`src/rtl/mem_arbiter_if.sv`:
```
// Request, memory and response signals shared between the requesters, the
// memory port and the arbiter. The arbiter takes the slave side.
interface mem_arbiter_if;
    logic        pf_request;
    logic [63:0] pf_addr;
    logic        ld_request;
    logic [63:0] ld_addr;
    logic        st_request;
    logic [63:0] st_addr;
    logic [63:0] st_data;
    logic [3:0]  mem2proc_response;
    logic [3:0]  mem2proc_tag;
    logic [63:0] mem2proc_data;
    logic [1:0]  proc2mem_command;
    logic [63:0] proc2mem_addr;
    logic [63:0] proc2mem_data;
    logic        pf_grant;
    logic        ld_grant;
    logic        st_grant;
    logic        pf_rsp_valid;
    logic        ld_rsp_valid;
    logic [63:0] rsp_data;
    logic [63:0] rsp_addr;
    logic [4:0]  outstanding;
    logic        spurious_tag;

    modport slave (
        input  pf_request, pf_addr, ld_request, ld_addr,
        input  st_request, st_addr, st_data,
        input  mem2proc_response, mem2proc_tag, mem2proc_data,
        output proc2mem_command, proc2mem_addr, proc2mem_data,
        output pf_grant, ld_grant, st_grant,
        output pf_rsp_valid, ld_rsp_valid, rsp_data, rsp_addr,
        output outstanding, spurious_tag
    );

    modport master (
        output pf_request, pf_addr, ld_request, ld_addr,
        output st_request, st_addr, st_data,
        output mem2proc_response, mem2proc_tag, mem2proc_data,
        input  proc2mem_command, proc2mem_addr, proc2mem_data,
        input  pf_grant, ld_grant, st_grant,
        input  pf_rsp_valid, ld_rsp_valid, rsp_data, rsp_addr,
        input  outstanding, spurious_tag
    );
endinterface

```
`src/rtl/mem_arbiter.sv`:
```
// Shares one memory port between prefetch, load and store with a prefetch
// starvation guard, and steers tagged read returns back to their issuer.
module mem_arbiter #(
    parameter int NUM_TAGS     = 15,
    parameter int STARVE_LIMIT = 4
) (
    input logic          clock,
    input logic          reset,
    mem_arbiter_if.slave bus
);
    typedef enum logic [1:0] {SEL_NONE, SEL_ST, SEL_LD, SEL_PF} sel_e;

    localparam logic [1:0] CMD_NONE   = 2'd0;
    localparam logic [1:0] CMD_LOAD   = 2'd1;
    localparam logic [1:0] CMD_STORE  = 2'd2;
    localparam logic [2:0] STARVE_MAX = 3'(STARVE_LIMIT);

    logic [2:0]  starve_cnt_reg;
    logic [4:0]  outstanding_reg;
    logic        spurious_reg;
    logic        valid_reg    [0:NUM_TAGS];
    logic        owner_ld_reg [0:NUM_TAGS];
    logic [63:0] addr_reg     [0:NUM_TAGS];

    sel_e sel;
    logic accept;
    logic resp_in_range;
    logic tag_in_range;
    logic load_write;
    logic ret_hit;
    logic ret_miss;

    assign accept        = (bus.mem2proc_response != 4'd0);
    assign resp_in_range = (int'(bus.mem2proc_response) <= NUM_TAGS);
    assign tag_in_range  = (bus.mem2proc_tag != 4'd0) && (int'(bus.mem2proc_tag) <= NUM_TAGS);
    assign load_write    = accept && resp_in_range && (sel == SEL_LD || sel == SEL_PF);
    assign ret_hit       = tag_in_range && valid_reg[bus.mem2proc_tag];
    assign ret_miss      = (bus.mem2proc_tag != 4'd0) && !ret_hit;

    // A prefetcher denied for STARVE_LIMIT cycles jumps ahead of store and load.
    always_comb begin
        sel = SEL_NONE;
        if (bus.pf_request && starve_cnt_reg == STARVE_MAX) sel = SEL_PF;
        else if (bus.st_request)                            sel = SEL_ST;
        else if (bus.ld_request)                            sel = SEL_LD;
        else if (bus.pf_request)                            sel = SEL_PF;
    end

    always_comb begin
        bus.proc2mem_command = CMD_NONE;
        bus.proc2mem_addr    = '0;
        bus.proc2mem_data    = '0;
        bus.pf_grant         = 1'b0;
        bus.ld_grant         = 1'b0;
        bus.st_grant         = 1'b0;
        case (sel)
            SEL_ST: begin
                bus.proc2mem_command = CMD_STORE;
                bus.proc2mem_addr    = bus.st_addr;
                bus.proc2mem_data    = bus.st_data;
                bus.st_grant         = accept;
            end
            SEL_LD: begin
                bus.proc2mem_command = CMD_LOAD;
                bus.proc2mem_addr    = bus.ld_addr;
                bus.ld_grant         = accept;
            end
            SEL_PF: begin
                bus.proc2mem_command = CMD_LOAD;
                bus.proc2mem_addr    = bus.pf_addr;
                bus.pf_grant         = accept;
            end
            default: ;
        endcase
    end

    assign bus.pf_rsp_valid = ret_hit && !owner_ld_reg[bus.mem2proc_tag];
    assign bus.ld_rsp_valid = ret_hit &&  owner_ld_reg[bus.mem2proc_tag];
    assign bus.rsp_addr     = ret_hit ? addr_reg[bus.mem2proc_tag] : 64'd0;
    assign bus.rsp_data     = bus.mem2proc_data;
    assign bus.outstanding  = outstanding_reg;
    assign bus.spurious_tag = spurious_reg;

    // A write to the tag being returned takes precedence, so a tag can be
    // retired and reissued in the same cycle.
    always_ff @(posedge clock or posedge reset) begin
        if (reset) begin
            for (int i = 0; i <= NUM_TAGS; i++) begin
                valid_reg[i]    <= 1'b0;
                owner_ld_reg[i] <= 1'b0;
                addr_reg[i]     <= '0;
            end
        end else begin
            for (int i = 1; i <= NUM_TAGS; i++) begin
                if (load_write && int'(bus.mem2proc_response) == i) begin
                    valid_reg[i]    <= 1'b1;
                    owner_ld_reg[i] <= (sel == SEL_LD);
                    addr_reg[i]     <= bus.proc2mem_addr;
                end else if (ret_hit && int'(bus.mem2proc_tag) == i) begin
                    valid_reg[i] <= 1'b0;
                end
            end
        end
    end

    always_ff @(posedge clock or posedge reset) begin
        if (reset) begin
            starve_cnt_reg  <= '0;
            outstanding_reg <= '0;
            spurious_reg    <= 1'b0;
        end else begin
            if (bus.pf_request && !bus.pf_grant) begin
                if (starve_cnt_reg != STARVE_MAX) starve_cnt_reg <= starve_cnt_reg + 3'd1;
            end else begin
                starve_cnt_reg <= '0;
            end

            if (load_write && !ret_hit)      outstanding_reg <= outstanding_reg + 5'd1;
            else if (!load_write && ret_hit) outstanding_reg <= outstanding_reg - 5'd1;

            if (ret_miss) spurious_reg <= 1'b1;
        end
    end
endmodule

```
`src/flat_wrapper.sv`:
```
// flat-port wrapper written by rule: the top's interface ports become plain ports
module mem_arbiter_flat 
#(
    parameter int NUM_TAGS     = 15,
    parameter int STARVE_LIMIT = 4
)
  (clock, reset, bus_pf_request, bus_pf_addr, bus_ld_request, bus_ld_addr, bus_st_request, bus_st_addr, bus_st_data, bus_mem2proc_response, bus_mem2proc_tag, bus_mem2proc_data, bus_proc2mem_command, bus_proc2mem_addr, bus_proc2mem_data, bus_pf_grant, bus_ld_grant, bus_st_grant, bus_pf_rsp_valid, bus_ld_rsp_valid, bus_rsp_data, bus_rsp_addr, bus_outstanding, bus_spurious_tag);
  mem_arbiter_if bus_i ();
  input logic clock;
  input logic reset;
  input wire logic [$bits(bus_i.pf_request)-1:0] bus_pf_request;
  input wire logic [$bits(bus_i.pf_addr)-1:0] bus_pf_addr;
  input wire logic [$bits(bus_i.ld_request)-1:0] bus_ld_request;
  input wire logic [$bits(bus_i.ld_addr)-1:0] bus_ld_addr;
  input wire logic [$bits(bus_i.st_request)-1:0] bus_st_request;
  input wire logic [$bits(bus_i.st_addr)-1:0] bus_st_addr;
  input wire logic [$bits(bus_i.st_data)-1:0] bus_st_data;
  input wire logic [$bits(bus_i.mem2proc_response)-1:0] bus_mem2proc_response;
  input wire logic [$bits(bus_i.mem2proc_tag)-1:0] bus_mem2proc_tag;
  input wire logic [$bits(bus_i.mem2proc_data)-1:0] bus_mem2proc_data;
  output wire logic [$bits(bus_i.proc2mem_command)-1:0] bus_proc2mem_command;
  output wire logic [$bits(bus_i.proc2mem_addr)-1:0] bus_proc2mem_addr;
  output wire logic [$bits(bus_i.proc2mem_data)-1:0] bus_proc2mem_data;
  output wire logic [$bits(bus_i.pf_grant)-1:0] bus_pf_grant;
  output wire logic [$bits(bus_i.ld_grant)-1:0] bus_ld_grant;
  output wire logic [$bits(bus_i.st_grant)-1:0] bus_st_grant;
  output wire logic [$bits(bus_i.pf_rsp_valid)-1:0] bus_pf_rsp_valid;
  output wire logic [$bits(bus_i.ld_rsp_valid)-1:0] bus_ld_rsp_valid;
  output wire logic [$bits(bus_i.rsp_data)-1:0] bus_rsp_data;
  output wire logic [$bits(bus_i.rsp_addr)-1:0] bus_rsp_addr;
  output wire logic [$bits(bus_i.outstanding)-1:0] bus_outstanding;
  output wire logic [$bits(bus_i.spurious_tag)-1:0] bus_spurious_tag;
  assign bus_i.pf_request = bus_pf_request;
  assign bus_i.pf_addr = bus_pf_addr;
  assign bus_i.ld_request = bus_ld_request;
  assign bus_i.ld_addr = bus_ld_addr;
  assign bus_i.st_request = bus_st_request;
  assign bus_i.st_addr = bus_st_addr;
  assign bus_i.st_data = bus_st_data;
  assign bus_i.mem2proc_response = bus_mem2proc_response;
  assign bus_i.mem2proc_tag = bus_mem2proc_tag;
  assign bus_i.mem2proc_data = bus_mem2proc_data;
  assign bus_proc2mem_command = bus_i.proc2mem_command;
  assign bus_proc2mem_addr = bus_i.proc2mem_addr;
  assign bus_proc2mem_data = bus_i.proc2mem_data;
  assign bus_pf_grant = bus_i.pf_grant;
  assign bus_ld_grant = bus_i.ld_grant;
  assign bus_st_grant = bus_i.st_grant;
  assign bus_pf_rsp_valid = bus_i.pf_rsp_valid;
  assign bus_ld_rsp_valid = bus_i.ld_rsp_valid;
  assign bus_rsp_data = bus_i.rsp_data;
  assign bus_rsp_addr = bus_i.rsp_addr;
  assign bus_outstanding = bus_i.outstanding;
  assign bus_spurious_tag = bus_i.spurious_tag;
  mem_arbiter #(.NUM_TAGS(NUM_TAGS), .STARVE_LIMIT(STARVE_LIMIT)) u_core (.clock(clock), .reset(reset), .bus(bus_i));
endmodule
```
`config.mk`:
```
export PLATFORM = sky130hd
export DESIGN_NAME = mem_arbiter_flat
export DESIGN_NICKNAME = d
export VERILOG_FILES = /design/src/rtl/mem_arbiter_if.sv /design/src/rtl/mem_arbiter.sv /design/src/flat_wrapper.sv
export SDC_FILE = /design/constraint.sdc
export NUM_CORES = 2
export LEC_CHECK = 0
export BUFFER_PORTS_ARGS = -buffer_cell sky130_fd_sc_hd__buf_2
export CAP_MARGIN = 40
export CORE_MARGIN = 10
export CORE_UTILIZATION = 60
export CTS_BUF_LIST = sky130_fd_sc_hd__clkbuf_8
export CTS_CLUSTER_SIZE = 8
export DETAILED_ROUTE_END_ITERATION = 12
export GPL_ROUTABILITY_DRIVEN = 0
export PLACE_DENSITY = 0.82
export SYNTH_ARGS = -nofsm -noshare
export SYNTH_HDL_FRONTEND = slang
export SYNTH_SLANG_ARGS = --single-unit
```
`constraint.sdc`:
```
create_clock -name clock -period 42.9 [get_ports clock]
set_input_delay 2.145 -clock clock [delete_from_list [all_inputs] [get_ports clock]]
set_output_delay 2.145 -clock clock [all_outputs]
set_load 0.005 [all_outputs]
```
# [Word level (Yosys, flattened, before mapping)]
# Cells that the tools add are included.
[word_totals] mem_count=0 word_cells=206 latch_bits=0 register_bits=999 ram_bits=0 romBits=0 input_bits=333 output_inout_bits=269
[op_classes] n_addsub=3 muxes=54 order_cmp=1 n_mul=0 shift=0 reduce_logical=63 eq_ne=36 div_mod_pow=0 n_bitwise=1
[ops] operator="$bmux W64 S4" n=1
[ops] operator="$mux W64" n=4
[ops] operator="$pmux W64 S3" n=1
[ops] operator="$eq A4 B4 Y1 const B" n=16
[ops] operator="$logic_and A1 B1 Y1" n=39
[ops] operator="$mux W1" n=37
[ops] operator="$eq A4 B3 Y1 const B" n=8
[ops] operator="$reduce_bool A2 Y1" n=16
[ops] operator="$eq A4 B2 Y1 const B" n=4
[ops] operator="$mux W5" n=2
[ops] operator="$bmux W1 S4" n=2
[ops] operator="$eq A4 B1 Y1 const B" n=2
[ops] operator="$mux W2" n=4
[ops] operator="$reduce_bool A4 Y1" n=2
[ops] operator="$mux W3" n=2
[ops] operator="$add A5 B1 Y5 const B" n=1
[ops] operator="$ge A5 B5 Y1 const B" n=1
[ops] operator="$not A4 Y5" n=1
[ops] operator="$sub A5 B1 Y5 const B" n=1
[ops] operator="$eq A2 B2 Y1 const B" n=2
[ops] operator="$logic_not A1 Y1" n=4
[ops] operator="$pmux W2 S2" n=1
[ops] operator="$add A3 B1 Y3 const B" n=1
[ops] operator="$eq A3 B3 Y1 const B" n=1
[ops] operator="5 further kinds" n=5

# [Logic depth before layout (Yosys ltp)]
[logic_depth] word_depth=11 ltp_mapped=14 mapped_depth_nobuf=11

# [Worst setup path after synthesis]
# No wires, ideal clock.
[synth_path] path_kind="input-to-output" startpoint="input bus_mem2proc_tag[1]" endpoint="output bus_rsp_addr[25]" arrival_time_ps=3666 required_ps=40755 stages=8 n_path_buf=3 path_slack_ps=37089 cell_sequence="buf_4 mux2i_1 mux4_2 nand2_1 nand2_1 buf_2 buf_6 nor4_2"
[synth_between] elab_chain_len=6 elab_cells_between_ends=10 classes_between="mux: 7; bitwise: 1; reduce/logical: 2"
[synth_lines] item="start: declaration" line="flat_wrapper.sv:19" rtl="input wire logic [$bits(bus_i.mem2proc_tag)-1:0] bus_mem2proc_tag;"
[synth_lines] item="$not A4 Y5 (implied by the code)" line="mem_arbiter.sv:37, mem_arbiter.sv:79"
[synth_lines] item="$bmux W1 S4" line="mem_arbiter.sv:37" rtl="assign ret_hit = tag_in_range && valid_reg[bus.mem2proc_tag];"
[synth_lines] item="$mux W1 (implied by the code) (2 in series)" line="mem_arbiter.sv:37"
[synth_lines] item="$logic_and A1 B1 Y1" line="mem_arbiter.sv:37"
[synth_lines] item="$mux W64 (*)" line="mem_arbiter.sv:79" rtl="assign bus.rsp_addr = ret_hit ? addr_reg[bus.mem2proc_tag] : 64'd0;"
[synth_lines] item="end: declaration" line="flat_wrapper.sv:30" rtl="output wire logic [$bits(bus_i.rsp_addr)-1:0] bus_rsp_addr;"
# Every way passes the cells marked *; elsewhere a longest branch is shown, timed or not. The select of a mux whose other input is x is not followed.

# [Final worst setup path]
[layout_path] startpoint="input bus_mem2proc_tag[1]" endpoint="output bus_rsp_addr[18]"
# The elaborated chain is that of the path after synthesis.

==> impl_metrics.json <==
{
  "hold_buffers": 0,
  "critical_path_class": "in -> out",
  "clockRootBuffer": "clkbuf_8",
  "ys_types": 48,
  "slew_violations": 0,
  "synth_simple_gate_area_share": 0.1165,
  "end_kind": "output port",
  "pin_count": 602,
  "antenna_found_initial": 12,
  "p_sw_w": 0.0007738,
  "drt_iter0_drc": 4021,
  "cp-start-kind": "input pin",
  "min_period_over_period": 0.1914,
  "routed_wirelength_mm": 134.8,
  "final_common_cell": "dfrtp_1",
  "yosys.area.top_type": "dfrtp_1",
  "synth_ff_type": "dfrtp_1",
  "largest_reg_flops": 960,
  "synth_nets": 4626,
  "finalSetupViolations": 0,
  "peakVddDrop_uv": 30.23,
  "clockPowerShare": 0.295,
  "synth-seq-cells": 999,
  "final_cell_mix": "999 x dfrtp_1, 608 x nand2_1, 471 x buf_2, 459 x nor2_1, 434 x o21ai_0",
  "cts_tree": "yes",
  "wl_met1_mm": 52.45,
  "period_needed_ns": 8.212,
  "top_layer": "met5",
  "seqPwrFrac": 0.502,
  "netlist_area_um2": 45100,
  "clk_pin_slew_ns": 0.06,
  "worst_slew_pin_slew_ns": 1.241,
  "wire_per_inst_um": 23.84,
  "cts_inserted_buffers": 158,
  "nFillCells": 5231,
  "wl_met2_mm": 62.80,
  "p_leak_nw": 23.79,
  "start_util": 0.6058,
  "first_global_vias": 35780,
  "outcome": "complete, no violations",
  "num_vias": 35670,
  "hold_viol_final": 0,
  "cts_sinks": 999,
  "track_usage": 0.3107,
  "sw_frac_of_total": 0.3000,
  "max_freq_mhz": 121.8,
  "fp.dieW_um": 294.2,
  "min_path_type": "reg -> reg",
  "ctsResizeCount": 0,
  "core_um2": 74450,
  "cp_data_arrival_time_ns": 6.07,
  "drt-pass1-iter-count": 9,
  "hpwlAfterDp_mm": 85.25,
  "max_slew_margin": 0.1728,
  "crit_fanout": 77,
  "synth_area_leaders": "dfrtp_1 55%, mux4_2 9.8%, nand2_1 5.1%",
  "insertion_delay_ns": 0.84,
  "fin_cells": 5655,
  "grt_overflow_total": 0,
  "grt_setup_unrepaired": "no",
  "cts_buffer_depth": 3,
  "die_height_um": 294.2,
  "p_per_area_nw_per_um2": 50.75,
  "synth_xor_area_frac": 0.0009710,
  "route.met3.wl_mm": 15.09,
  "route.antenna.remaining_nets": 0,
  "drcViolationCount": 0,
  "drv_cap": 0,
  "yosysWarnings": 66,
  "synthMuxAreaShare": 0.1174,
  "nets": 4910,
  "dp.cells": 5378,
  "grt_max_degree": 190,
  "synth_fa_ha_area_frac": 0.002386,
  "synth_top_area_share": 0.5543,
  "io_buffers": 473,
  "avgSynthCellArea_um2": 10.53,
  "post_cts_buffers": 0,
  "floorplan.rows": 100,
  "grt_pass1_wl_mm": 209.7,
  "h-tree-depth": 4,
  "synthCells": 4285,
  "synth_compound_area_frac": 0.1489,
  "routed_via_density": 6.307,
  "synth_top_family_by_area": "compound AO/OA/AOI/OAI gates",
  "p_int_w": 0.001806,
  "synth-edff-count": 0,
  "ys_seq_area_frac": 0.5543,
  "required_ns": 40.75,
  "drive_above_1_share": 0.2434,
  "fin_skew_ns": 0.04935,
  "dieArea_um2": 86540,
  "fin_tns_setup_ns": 0,
  "p_comb_frac": 0.203,
  "area_growth_pct": 12.71,
  "async_reset_ff_frac": 1.000
}
-- cell usage after synthesis (2+ instances only) --
master    count
o22ai_1      66
a222oi_1     64
mux2_2       71
inv_1        75
a211o_1       2
buf_1        33
nand2_1     613
nand3b_1      2
mux2i_1       6
mux4_2      197
o21ai_0     434
a21oi_1     381
nand3_1       4
a221oi_1     64
nand4_1       4
a21oi_2       6
nor3_2        2
nor2b_1       6
nor4_2       30
o21bai_1      2
o21ai_1     175
nor2_1      463
and2_4        2
or2_2         2
xnor2_1       4
buf_2       102
nor4_1       34
o21ai_2       2
ha_1          7
nor3_1        3
buf_6        15
buf_4        92
clkbuf_1    240
dfrtp_1     999
and3_1       64
nand2b_1      7
-- power groups by stage --
stage                     Clock, W  Combinational [W]  Sequential, W
after detailed placement         0           0.000519        0.00130
after CTS                 0.000770           0.000523        0.00129
after global placement           0           0.000488        0.00129
final                     0.000761           0.000523        0.00130
after global routing      0.000814           0.000586        0.00132
after floorplan                  0           0.000390        0.00127
-- routing by layer --
metal | vias to the layer above | GRT usage
li1 | 15620 | -
met1 | 17760 | 0.4149
met2 | 1947 | 0.4717
met3 | 322 | 0.09796
met4 | 10 | 0.1182
met5 | - | 0.01914
-- cell families after synthesis --
kind of cell,after synthesis
buf+inv,559
compound gates,1202
xor+xnor,5
flops,999
fa+ha+maj,8
mux,274
simple gates,1238
-- path summary, 6_finish.rpt --
kind / cells after the start / to / slack [ns] / start
worst max register to register: 10 / u_core.addr_reg[499] / 38.70 / u_core.starve_cnt_reg[0]
worst min-delay path: 2 / u_core.addr_reg[943] / 0.48 / u_core.addr_reg[943]
worst max-delay path: 8 / bus_rsp_addr[18] / 34.69 / bus_mem2proc_tag[1]
worst min register to register: 2 / u_core.addr_reg[943] / 0.48 / u_core.addr_reg[943]
min in group asynchronous: 2 / u_core.addr_reg[896] / 1.44 / reset
max in group asynchronous: 8 / u_core.addr_reg[672] / 37.89 / reset
-- area by class of cell --
cell class / instances / area (um^2) / area share
Timing Repair Buffer: 607 / 3809 / 0.07492
Clock inverter: 88 / 467.9 / 0.009205
Multi-Input combinational cell: 2727 / 17560 / 0.3455
Clock buffer: 179 / 2464 / 0.04846
Inverter: 76 / 292.8 / 0.005760
Tap cell: 969 / 1212 / 0.02385
Sequential cell: 999 / 25000 / 0.4918
Antenna cell: 10 / 25.02 / 0.0004923
-- worst max-delay path, stage by stage --
cell and delay, ns:
buf_8 0.50, nor2b_4 0.88, a31oi_1 0.17, o311ai_0 0.25, nand2_4 0.46, buf_4 0.53
nor4_1 0.76, buf_2 0.24
-- per-stage QoR --
step / utilization / instance area, um^2 / hold WS, ns / total power [W] / setup WS, ns
after floorplan: - / 45100 / 0.4444 / 0.001660 / 12.65
after global placement: 0.6359 / 47340 / 0.4557 / 0.001777 / 34.00
after detailed placement: 0.6431 / 47880 / 0.4645 / 0.001821 / 34.77
after CTS: 0.6825 / 50810 / 0.4773 / 0.002583 / 34.80
after global routing: 0.6827 / 50830 / 0.4954 / 0.002717 / 34.67
final: 0.6828 / 50830 / 0.4752 / 0.002580 / 34.69
(Power assumes the default switching activity.)
